`src/rtl/fsm_prog_pkg.sv`:
```
// Shared definitions for the programmable Moore FSM: state-width helper,
// reset-default constants and the state-update selector type.
package fsm_prog_pkg;

  localparam int STATE_RESET = 0;
  localparam int OUT_RESET   = 0;

  // Which source feeds the state register on the coming edge.
  typedef enum logic [1:0] {
    UPD_HOLD    = 2'd0,
    UPD_STEP    = 2'd1,
    UPD_RESTART = 2'd2
  } upd_e;

  // State register width; never narrower than one bit.
  function automatic int calc_sw(input int n);
    if (n <= 2) return 1;
    return $clog2(n);
  endfunction

endpackage

```
`src/rtl/fsm_prog_moore_if.sv`:
```
// Control, table-write and status signals of the programmable Moore FSM.
// The master drives stepping and configuration; the FSM is the slave.
interface fsm_prog_moore_if #(
  parameter int p_nstates = 4,
  parameter int p_nin     = 1,
  parameter int p_nout    = 2
);
  import fsm_prog_pkg::*;

  localparam int SW = calc_sw(p_nstates);

  logic              en;
  logic              restart;
  logic [p_nin-1:0]  in_;
  logic              tw_en;
  logic [SW-1:0]     tw_state;
  logic [p_nin-1:0]  tw_in;
  logic [SW-1:0]     tw_next;
  logic              ow_en;
  logic [SW-1:0]     ow_state;
  logic [p_nout-1:0] ow_data;
  logic [SW-1:0]     state;
  logic [p_nout-1:0] out;
  logic              changed;
  logic              err;

  modport master (
    output en, restart, in_,
    output tw_en, tw_state, tw_in, tw_next,
    output ow_en, ow_state, ow_data,
    input  state, out, changed, err
  );

  modport slave (
    input  en, restart, in_,
    input  tw_en, tw_state, tw_in, tw_next,
    input  ow_en, ow_state, ow_data,
    output state, out, changed, err
  );

endinterface

```
`src/rtl/fsm_prog_table.sv`:
```
// Register array with one write port, one asynchronous read port and an
// asynchronous reset that loads each entry with its initial value.
// With INIT_ROW_IDX set, entry k resets to (k >> INIT_ROW_SHIFT), which makes
// a transition table of self-loops; otherwise every entry resets to OUT_RESET.
module fsm_prog_table
  import fsm_prog_pkg::*;
#(
  parameter int DEPTH          = 4,
  parameter int WIDTH          = 2,
  parameter int AW             = 2,
  parameter int INIT_ROW_SHIFT = 0,
  parameter bit INIT_ROW_IDX   = 1'b0
) (
  input  logic             clk,
  input  logic             reset,
  input  logic             we_i,
  input  logic [AW-1:0]    wa_i,
  input  logic [WIDTH-1:0] wd_i,
  input  logic [AW-1:0]    ra_i,
  output logic [WIDTH-1:0] rd_o
);

  logic [WIDTH-1:0] mem_q [DEPTH];

  function automatic logic [WIDTH-1:0] init_val(input int idx);
    if (INIT_ROW_IDX) return WIDTH'(idx >> INIT_ROW_SHIFT);
    return WIDTH'(OUT_RESET);
  endfunction

  // Entry storage: reset to initial contents, then single-port writes.
  always_ff @(posedge clk or posedge reset) begin
    if (reset) begin
      for (int k = 0; k < DEPTH; k++) begin
        mem_q[k] <= init_val(k);
      end
    end else if (we_i) begin
      mem_q[wa_i] <= wd_i;
    end
  end

  assign rd_o = mem_q[ra_i];

endmodule

```
`src/rtl/fsm_prog_moore.sv`:
```
// Runtime-programmable Moore FSM. A state register walks a writable
// transition table T[state][in_]; the Moore output is O[state] from a
// writable output table. Writes naming a state outside 0..p_nstates-1 are
// dropped and flagged on err for one cycle, so state stays in range.
module fsm_prog_moore
  import fsm_prog_pkg::*;
#(
  parameter int p_nstates = 4,
  parameter int p_nin     = 1,
  parameter int p_nout    = 2
) (
  input  logic          clk,
  input  logic          reset,
  fsm_prog_moore_if.slave bus
);

  localparam int SW     = calc_sw(p_nstates);
  localparam int TDEPTH = p_nstates * (1 << p_nin);
  localparam logic [SW:0] NS_LIM = (SW+1)'(p_nstates);

  logic [SW-1:0]     state_q, state_d;
  logic              changed_q, changed_d;
  logic              err_q, err_d;
  logic [SW-1:0]     t_rd;
  logic [p_nout-1:0] o_rd;
  logic              tw_ok, ow_ok;
  logic              tw_we, ow_we;
  upd_e              upd;

  // One extra bit keeps the compare meaningful when p_nstates is a power of two.
  function automatic logic state_ok(input logic [SW-1:0] s);
    return ({1'b0, s} < NS_LIM);
  endfunction

  // Write validation: only in-range rows and next-states reach the tables.
  always_comb begin
    tw_ok = state_ok(bus.tw_state) && state_ok(bus.tw_next);
    ow_ok = state_ok(bus.ow_state);
    tw_we = bus.tw_en && tw_ok;
    ow_we = bus.ow_en && ow_ok;
    err_d = (bus.tw_en && !tw_ok) || (bus.ow_en && !ow_ok);
  end

  // Transition table, addressed {source state, input}; resets to self-loops.
  fsm_prog_table #(
    .DEPTH          (TDEPTH),
    .WIDTH          (SW),
    .AW             (SW + p_nin),
    .INIT_ROW_SHIFT (p_nin),
    .INIT_ROW_IDX   (1'b1)
  ) u_ttab (
    .clk   (clk),
    .reset (reset),
    .we_i  (tw_we),
    .wa_i  ({bus.tw_state, bus.tw_in}),
    .wd_i  (bus.tw_next),
    .ra_i  ({state_q, bus.in_}),
    .rd_o  (t_rd)
  );

  // Output table, one entry per state; resets to all zero.
  fsm_prog_table #(
    .DEPTH          (p_nstates),
    .WIDTH          (p_nout),
    .AW             (SW),
    .INIT_ROW_SHIFT (0),
    .INIT_ROW_IDX   (1'b0)
  ) u_otab (
    .clk   (clk),
    .reset (reset),
    .we_i  (ow_we),
    .wa_i  (bus.ow_state),
    .wd_i  (bus.ow_data),
    .ra_i  (state_q),
    .rd_o  (o_rd)
  );

  // Next-state selection: restart beats en; the table read sees the old entry.
  always_comb begin
    upd       = UPD_HOLD;
    state_d   = state_q;
    changed_d = 1'b0;
    if (bus.restart) begin
      upd = UPD_RESTART;
    end else if (bus.en) begin
      upd = UPD_STEP;
    end
    case (upd)
      UPD_RESTART: state_d = SW'(STATE_RESET);
      UPD_STEP:    state_d = t_rd;
      default:     state_d = state_q;
    endcase
    changed_d = (state_d != state_q);
  end

  // State register plus one-cycle changed/err status flops.
  always_ff @(posedge clk or posedge reset) begin
    if (reset) begin
      state_q   <= SW'(STATE_RESET);
      changed_q <= 1'b0;
      err_q     <= 1'b0;
    end else begin
      state_q   <= state_d;
      changed_q <= changed_d;
      err_q     <= err_d;
    end
  end

  assign bus.state   = state_q;
  assign bus.out     = o_rd;
  assign bus.changed = changed_q;
  assign bus.err     = err_q;

endmodule

```
`src/flat_wrapper.sv`:
```
// flat-port wrapper written by rule: the top's interface ports become plain ports
module fsm_prog_moore_flat import fsm_prog_pkg::*;
#(
  parameter int p_nstates = 4,
  parameter int p_nin     = 1,
  parameter int p_nout    = 2
)
  (clk, reset, bus_en, bus_restart, bus_in_, bus_tw_en, bus_tw_state, bus_tw_in, bus_tw_next, bus_ow_en, bus_ow_state, bus_ow_data, bus_state, bus_out, bus_changed, bus_err);
  fsm_prog_moore_if #(.p_nstates(p_nstates), .p_nin(p_nin), .p_nout(p_nout)) bus_i ();
  input  logic clk;
  input  logic reset;
  input wire logic [$bits(bus_i.en)-1:0] bus_en;
  input wire logic [$bits(bus_i.restart)-1:0] bus_restart;
  input wire logic [$bits(bus_i.in_)-1:0] bus_in_;
  input wire logic [$bits(bus_i.tw_en)-1:0] bus_tw_en;
  input wire logic [$bits(bus_i.tw_state)-1:0] bus_tw_state;
  input wire logic [$bits(bus_i.tw_in)-1:0] bus_tw_in;
  input wire logic [$bits(bus_i.tw_next)-1:0] bus_tw_next;
  input wire logic [$bits(bus_i.ow_en)-1:0] bus_ow_en;
  input wire logic [$bits(bus_i.ow_state)-1:0] bus_ow_state;
  input wire logic [$bits(bus_i.ow_data)-1:0] bus_ow_data;
  output wire logic [$bits(bus_i.state)-1:0] bus_state;
  output wire logic [$bits(bus_i.out)-1:0] bus_out;
  output wire logic [$bits(bus_i.changed)-1:0] bus_changed;
  output wire logic [$bits(bus_i.err)-1:0] bus_err;
  assign bus_i.en = bus_en;
  assign bus_i.restart = bus_restart;
  assign bus_i.in_ = bus_in_;
  assign bus_i.tw_en = bus_tw_en;
  assign bus_i.tw_state = bus_tw_state;
  assign bus_i.tw_in = bus_tw_in;
  assign bus_i.tw_next = bus_tw_next;
  assign bus_i.ow_en = bus_ow_en;
  assign bus_i.ow_state = bus_ow_state;
  assign bus_i.ow_data = bus_ow_data;
  assign bus_state = bus_i.state;
  assign bus_out = bus_i.out;
  assign bus_changed = bus_i.changed;
  assign bus_err = bus_i.err;
  fsm_prog_moore #(.p_nstates(p_nstates), .p_nin(p_nin), .p_nout(p_nout)) u_core (.clk(clk), .reset(reset), .bus(bus_i));
endmodule
```
`config.mk`:
```
export PLATFORM = sky130hd
export DESIGN_NAME = fsm_prog_moore_flat
export DESIGN_NICKNAME = d
export VERILOG_FILES = /design/src/rtl/fsm_prog_pkg.sv /design/src/rtl/fsm_prog_moore_if.sv /design/src/rtl/fsm_prog_table.sv /design/src/rtl/fsm_prog_moore.sv /design/src/flat_wrapper.sv
export SDC_FILE = /design/constraint.sdc
export NUM_CORES = 1
export LEC_CHECK = 0
export ABC_CLOCK_PERIOD_IN_PS = 1700
export CAP_MARGIN = 10
export CORE_ASPECT_RATIO = 1.2
export CORE_MARGIN = 2
export CORE_UTILIZATION = 61
export DETAILED_ROUTE_END_ITERATION = 6
export DONT_BUFFER_PORTS = 1
export PLACE_DENSITY = 0.79
export SYNTH_ARGS = -nofsm -noshare
export SYNTH_HDL_FRONTEND = slang
export SYNTH_SLANG_ARGS = --single-unit
```
`constraint.sdc`:
```
create_clock -name clk -period 1.7 [get_ports clk]
set_input_delay 0.255 -clock clk [delete_from_list [all_inputs] [get_ports clk]]
set_output_delay 0.255 -clock clk [all_outputs]
set_load 0.1 [all_outputs]
```
==> results of run 1 <==
-- kinds of logic after synthesis --
family	count (synthesis)	share of synthesized area, %
buffers and inverters	5	2.48
DFF	27	52.2
muxes	31	30.7
AOI/OAI and AO/OA	5	2.19
other	1	0.285
and+or+nand+nor	26	12.2
-- cells in the final DEF (no fill, tap or decap), drive strengths merged, types with 2 or more instances in the layout --
cell type	Yosys	routed
nand4b	3	3
nor2	3	3
mux4	5	5
clkbuf	0	4
nor3	3	3
nand3b	3	3
dfstp	8	8
buf	4	7
dfrtp	19	19
mux2	24	24
nand2	3	3
dlygate4sd3	0	2
o21ai	2	2
nand4	2	2
nand2b	2	2
mux2i	2	2
nor3b	5	5
-- area by class of cell --
| type | count | area (um^2) |
|---|---|---|
| fill | 142 | 598 |
| tap | 30 | 37.5 |
| multi-input combinational | 63 | 596 |
| sequential | 27 | 691 |
| clock buffer | 4 | 26.3 |
| inverter | 1 | 3.75 |
| timing repair buffer | 9 | 97.6 |
-- registers in the layout, indices dropped and copies added, names as in the netlist --
| register | cells |
|---|---|
| u_core.bus.state | 2 |
| u_core.u_ttab.mem_q | 16 |
| u_core.u_otab.mem_q | 8 |
| u_core.bus.changed | 1 |
-- worst paths after layout --
| check | slack [ps] | cells past startpoint | endpoint | start |
|---|---|---|---|---|
| max in group asynchronous | 980 | 3 | u_core.u_ttab.mem_q[3]$_DFFE_PP1P_ | reset |
| setup reg to reg | 340 | 5 | u_core.bus.changed$_DFF_PP0_ | u_core.bus.state[0]$_DFF_PP0_ |
| min in group asynchronous | 420 | 3 | u_core.u_otab.mem_q[3]$_DFFE_PP0P_ | reset |
| hold reg to reg | 520 | 1 | u_core.u_ttab.mem_q[14]$_DFFE_PP0P_ | u_core.u_ttab.mem_q[14]$_DFFE_PP0P_ |
| setup / recovery | -50 | 2 | bus_out[0] | u_core.bus.state[0]$_DFF_PP0_ |
| hold / removal | 80 | 1 | u_core.u_otab.mem_q[5]$_DFFE_PP0P_ | bus_ow_data[1] |
-- metal layers --
layer | track usage (%) | share of wire (%) | vias to the layer above
li1 | - | - | 372
met1 | 24.8 | 40 | 411
met2 | 37.7 | 55 | 19
met3 | 4.62 | 3.6 | 4
met4 | 10.5 | 1.3 | 0
met5 | 0 | 0 | -
-- worst max-delay path, delay by kind of cell, from the launching register on --
kind                   cells  cell delay [ps]
buffers and inverters      1              190
flip-flops                 1              460
multiplexers               1              530
-- repair_timing --
| item | 4_1_cts | 5_1_grt |
|---|---|---|
| buffers inserted | 1 | 0 |
| hold endpoints to repair | 21 | 0 |
| hold buffers | 2 | 0 |
| endpoints found under the setup margin | 2 | 2 |
| cloned | 0 | 0 |
-- power by group through the flow --
stage | Clock [mW] | Sequential, mW | Combinational, mW
6_report | 0.263 | 0.887 | 0.641
5_1_grt | 0.311 | 0.907 | 0.677
3_3_place_gp | 0 | 0.901 | 0.616
4_1_cts | 0.276 | 0.889 | 0.649
2_1_floorplan | 0 | 0.977 | 0.415
3_5_place_dp | 0 | 0.910 | 0.630
==> impl_metrics.py, run 1 <==
metrics = {
    "run_status": {
        "status": "finished, violations left",
        "violations": "negative setup slack",
    },
    "worst_setup_path": {
        "critPathKind": "reg2out",
        "cp_data_arrival_time_ps": 1490,
        "worstPathMaxFanout": 3,
        "end_kind": "primary output",
        "crit_path_max_incr_delay_ps": 530,
        "start_kind": "register",
        "slowest_stage": "mux4_2",
        "path_cells": "mux4_2 > buf_12",
        "required_ps": 1440,
    },
    "final_layout": {
        "syn_to_final_growth_pct": 10.5,
        "final_util_pct": 70.8,
        "final_nets": 121,
        "fin_area_um2": 1450,
        "n_antenna_cell": 0,
        "drive_gt1_share_pct": 47.1,
        "final_cells": 134,
    },
    "clock_network": {
        "cts_buffers": 3,
        "post_cts_resize_count": 0,
        "clk_pin_slew_ps": 130,
        "ctsLongestPathBuffers": 2,
        "cts_num_sinks": 27,
        "clk_latency_ps": 310,
        "h-tree-depth": 1,
        "tritoncts": "yes",
        "clockRootBuffer": "clkbuf_4",
    },
    "yosys": {
        "ys_warn_count": 0,
        "netlist_area_um2": 1310,
        "synth-seq-cells": 27,
        "netlist_instances": 95,
        "synth_common_cells": "mux2_2 (24), dfrtp_1 (19), dfstp_2 (8)",
        "synth_edf_count": 0,
        "synth-async-reset-ratio_pct": 100,
        "synth_top_cell_area_share_pct": 36.2,
        "yosys.area.top_type": "dfrtp_1",
        "syn_nets": 111,
        "yosysSeqAreaShare_pct": 52.2,
        "yosys-top-cells-area": "dfrtp_1 (36%), mux2_2 (21%), dfstp_2 (16%), mux4_2 (8.6%), nor3b_1 (2.9%)",
        "synth_ff_type": "dfrtp_1",
        "synth_cell_types": 24,
        "synth_most_common_cell": "mux2_2",
        "syn_area_per_cell_um2": 13.8,
    },
    "global_route": {
        "grt_max_degree": 28,
        "grt.total_usage_pct": 21.7,
        "grt_pass1_wl_um": 3700,
        "grt_overflow": 0,
        "grt_pass1_vias": 832,
        "antenna_found_initial": 0,
    },
    "pwr": {
        "vdd_drop_max_mv": 0.763,
        "pwr-share-clk_pct": 14.7,
        "power_leakage_nw": 0.572,
        "comb_power_share_pct": 35.8,
        "power.share.sequential_pct": 49.5,
        "finalPower_mw": 1.79,
        "power.switching_uw": 617,
        "power.density_nw_per_um2": 1230,
        "internal_power_mw": 1.17,
        "switching_share_pct": 34.4,
    },
    "drt": {
        "avgRoutedWirePerCell_um": 16.5,
        "wirelength_um": 2220,
        "drtIter0Drc": 9,
        "avgViaCountPerCell": 6.01,
        "drcViolationCount": 0,
        "ant_nets": 0,
        "vias": 806,
        "first_pass_iters": 3,
    },
    "timing": {
        "fmax_ghz": 0.572,
        "setup_tns_ps": -97.7,
        "timing.final.crit_share_pct": 103,
        "timing.hold.ws_ps": 79.7,
        "rsz0062_at_grt": "yes",
        "fin_ws_ps": -48.9,
        "slew_violations": 0,
        "finalHoldViolations": 0,
        "timing.final.crit_period_ps": 1750,
        "setup_violations": 2,
        "finalClockSkew_ps": 0.843,
    },
    "place": {
        "placed_cell_area_um2": 1400,
        "pre_cts_ws_ps": 236,
        "port-buffer-count": 0,
        "dp_hpwl_um": 1690,
        "place_inst": 127,
        "routabilityCongestion": 0.770,
    },
    "floorplan": {
        "die_h_um": 54.8,
        "rows": 18,
        "dieArea_um2": 2540,
        "die-width_um": 46.4,
        "core_um2": 2050,
        "pin_count": 22,
        "start_util_pct": 64.1,
    },
    "hold_path": {
        "holdCritPathClass": "in2reg",
    },
    "job": {
        "maxCapViolCount": 0,
    },
}
(Power assumes the default switching activity.)
==> run 2: changes to the inputs <==
Settings changed: SYNTH_HIERARCHICAL from default to 1.
==> impl_metrics.py, run 2 <==
metrics = {
    "run_status": {
        "status": "finished, violations left",
        "violations": "negative setup slack",
    },
    "drt": {
        "drtIter0Drc": 12,
        "wirelength_um": 2460,
        "ant_nets": 0,
        "vias": 810,
        "avgViaCountPerCell": 6.00,
        "drcViolationCount": 0,
        "first_pass_iters": 4,
        "avgRoutedWirePerCell_um": 18.2,
    },
    "clock_network": {
        "cts_num_sinks": 27,
        "tritoncts": "yes",
        "clockRootBuffer": "clkbuf_4",
        "h-tree-depth": 1,
        "clk_pin_slew_ps": 140,
        "clk_latency_ps": 320,
        "cts_buffers": 3,
        "ctsLongestPathBuffers": 2,
    },
    "yosys": {
        "netlist_area_um2": 1350,
        "syn_area_per_cell_um2": 15.1,
        "netlist_instances": 89,
        "syn_nets": 105,
        "synth_ff_type": "dfrtp_1",
        "synth_most_common_cell": "mux2_2",
        "yosys.area_share.adder_pct": 0,
        "synth_top_cell_area_share_pct": 35.3,
        "yosys.area.top_type": "dfrtp_1",
        "synth_edf_count": 0,
        "synth_compound_area_share_pct": 1.95,
        "synthXorXnorAreaFrac_pct": 0,
        "synth-simple-area-share_pct": 9.75,
        "synth_top_family_by_area": "multiplexers",
        "yosysSeqAreaShare_pct": 50.9,
        "synth_cell_types": 23,
        "synth_mux_area_share_pct": 34.9,
        "yosys-top-cells-area": "dfrtp_1 (35%), mux2_2 (17%), dfstp_2 (16%), mux4_1 (12%), mux2_1 (5.0%)",
        "synth-seq-cells": 27,
        "synth_common_cells": "mux2_2 (20), dfrtp_1 (19), dfstp_2 (8)",
        "synth-async-reset-ratio_pct": 100,
        "ys_warn_count": 6,
    },
    "timing": {
        "fin_ws_ps": -78.5,
        "relSlewSlack_pct": 60.2,
        "timing.final.crit_period_ps": 1780,
        "finalHoldViolations": 0,
        "setup_violations": 2,
        "finalClockSkew_ps": 7.95,
        "worst_pin_slew_ps": 596,
        "slew_violations": 0,
        "timing.final.crit_share_pct": 105,
        "rsz0062_at_grt": "yes",
        "setup_tns_ps": -146,
        "fmax_ghz": 0.562,
    },
    "worst_setup_path": {
        "required_ps": 1440,
        "slowest_stage": "mux4_2",
        "critPathKind": "reg2out",
        "path_buf_inv": 1,
        "end_kind": "primary output",
        "path_cells": "mux4_2 > buf_12",
        "crit_family": "multiplexers",
        "start_kind": "register",
        "cp_data_arrival_time_ps": 1520,
        "worstPathMaxFanout": 3,
        "reg2reg_slack_ps": 50,
        "crit_path_max_incr_delay_ps": 540,
    },
    "global_route": {
        "grt_pass1_wl_um": 3950,
        "grt_pass1_vias": 898,
        "grt_max_degree": 17,
        "grt.total_usage_pct": 21.7,
        "antenna_found_initial": 0,
        "grt_overflow": 0,
    },
    "final_layout": {
        "drive_gt1_share_pct": 51.4,
        "mostFrequentLayoutCells": "mux2_2 (19), dfrtp_1 (17), buf_4 (9)",
        "fin_area_um2": 1540,
        "syn_to_final_growth_pct": 14.6,
        "n_antenna_cell": 0,
        "num-fill-cells": 144,
        "final_nets": 122,
        "largest_register": "u_core/u_ttab/mem_q",
        "largest_register_ffs": 16,
        "final_cells": 135,
        "layout_commonest_cell": "mux2_2",
    },
    "floorplan": {
        "dieArea_um2": 2600,
        "die-width_um": 46.9,
        "die_h_um": 55.5,
        "rows": 18,
        "core_um2": 2070,
        "start_util_pct": 65.0,
        "pin_count": 22,
    },
    "pwr": {
        "comb_power_share_pct": 39.6,
        "pwr-share-clk_pct": 14.0,
        "vdd_drop_max_mv": 0.844,
        "power.switching_uw": 673,
        "power_leakage_nw": 0.636,
        "internal_power_mw": 1.24,
        "power.share.sequential_pct": 46.4,
        "switching_share_pct": 35.2,
        "finalPower_mw": 1.91,
        "power.density_nw_per_um2": 1240,
    },
    "place": {
        "routabilityCongestion": 0.794,
        "place_inst": 124,
        "dp_hpwl_um": 1810,
        "placed_cell_area_um2": 1440,
        "port-buffer-count": 0,
        "pre_cts_ws_ps": 36.6,
    },
    "hold_path": {
        "holdCritPathClass": "in2reg",
    },
    "job": {
        "maxCapViolCount": 0,
    },
}
-- run 2: changes by cell type in the layout (fill, tap and decap cells not counted), sizes merged, moves of 2 or more --
cell | previous run | this run
mux2 | 24 | 26
nand2b | 2 | 0
and4bb | 0 | 3
buf | 7 | 11
nor3 | 3 | 0
nor3b | 5 | 1
inv | 1 | 6
nand2 | 3 | 0
-- run 2: worst paths after layout --
path                                                 endpoint  cells after the start                                from
min in group asynchronous       u_core/bus.state[0]$_DFF_PP0_                      2                               reset
setup / recovery                                   bus_out[1]                      2       u_core/bus.state[0]$_DFF_PP0_
max in group asynchronous  u_core/u_ttab/mem_q[9]$_DFFE_PP0P_                      2                               reset
hold / removal                   u_core/bus.changed$_DFF_PP0_                      1                         bus_restart
hold reg to reg            u_core/u_otab/mem_q[3]$_DFFE_PP0P_                      1  u_core/u_otab/mem_q[3]$_DFFE_PP0P_
setup reg to reg                 u_core/bus.changed$_DFF_PP0_                      6       u_core/bus.state[1]$_DFF_PP0_
-- run 2: area by class of cell --
class	count	area, um^2	share of cell area [%]
repair buffers	13	128	8.27
well taps	30	37.5	2.43
inverters	6	22.5	1.46
flip-flops and latches	27	693	44.9
multi-input cells	55	637	41.2
clock buffers	4	26.3	1.70
-- run 2: kinds of logic after synthesis --
logic type | count (synthesis)
multiplexers | 34
flip-flops | 27
AND/OR/NAND/NOR | 16
buffers and inverters | 7
AO/OA/AOI/OAI | 4
other | 1
-- run 2: metal layers --
metal	share of wire, %	wire length (um)	global-route usage (%)	vias up
met3	4.2	104	4.90	4
met1	40	975	24.8	414
met2	55	1340	36.8	24
met5	0	0	0	-
li1	-	-	-	368
met4	1.5	36	9.52	0
-- run 2: power groups by stage --
stage / combinational (mW) / sequential [mW] / clock [mW]
6_report: 0.758 / 0.888 / 0.268
5_1_grt: 0.800 / 0.907 / 0.307
4_1_cts: 0.725 / 0.889 / 0.278
3_5_place_dp: 0.682 / 0.915 / 0
3_3_place_gp: 0.661 / 0.907 / 0
2_1_floorplan: 0.412 / 1.01 / 0
-- run 2: timing repair --
item                       in CTS  in global routing
hold endpoints to repair       21                  0
resized for setup               0                  4
cloned                          0                  0
hold buffers                    2                  0
setup buffers                   4                  1
setup endpoints to repair       2                  3
pin swaps                       0                  0
-- run 2: per-stage QoR --
stage	hold slack, ps	util (%)
2_1_floorplan	8.68	-
3_3_place_gp	22.8	69.7
3_5_place_dp	22.1	69.7
4_1_cts	32.1	73.4
5_1_grt	30.3	74.5
6_report	39.1	74.5
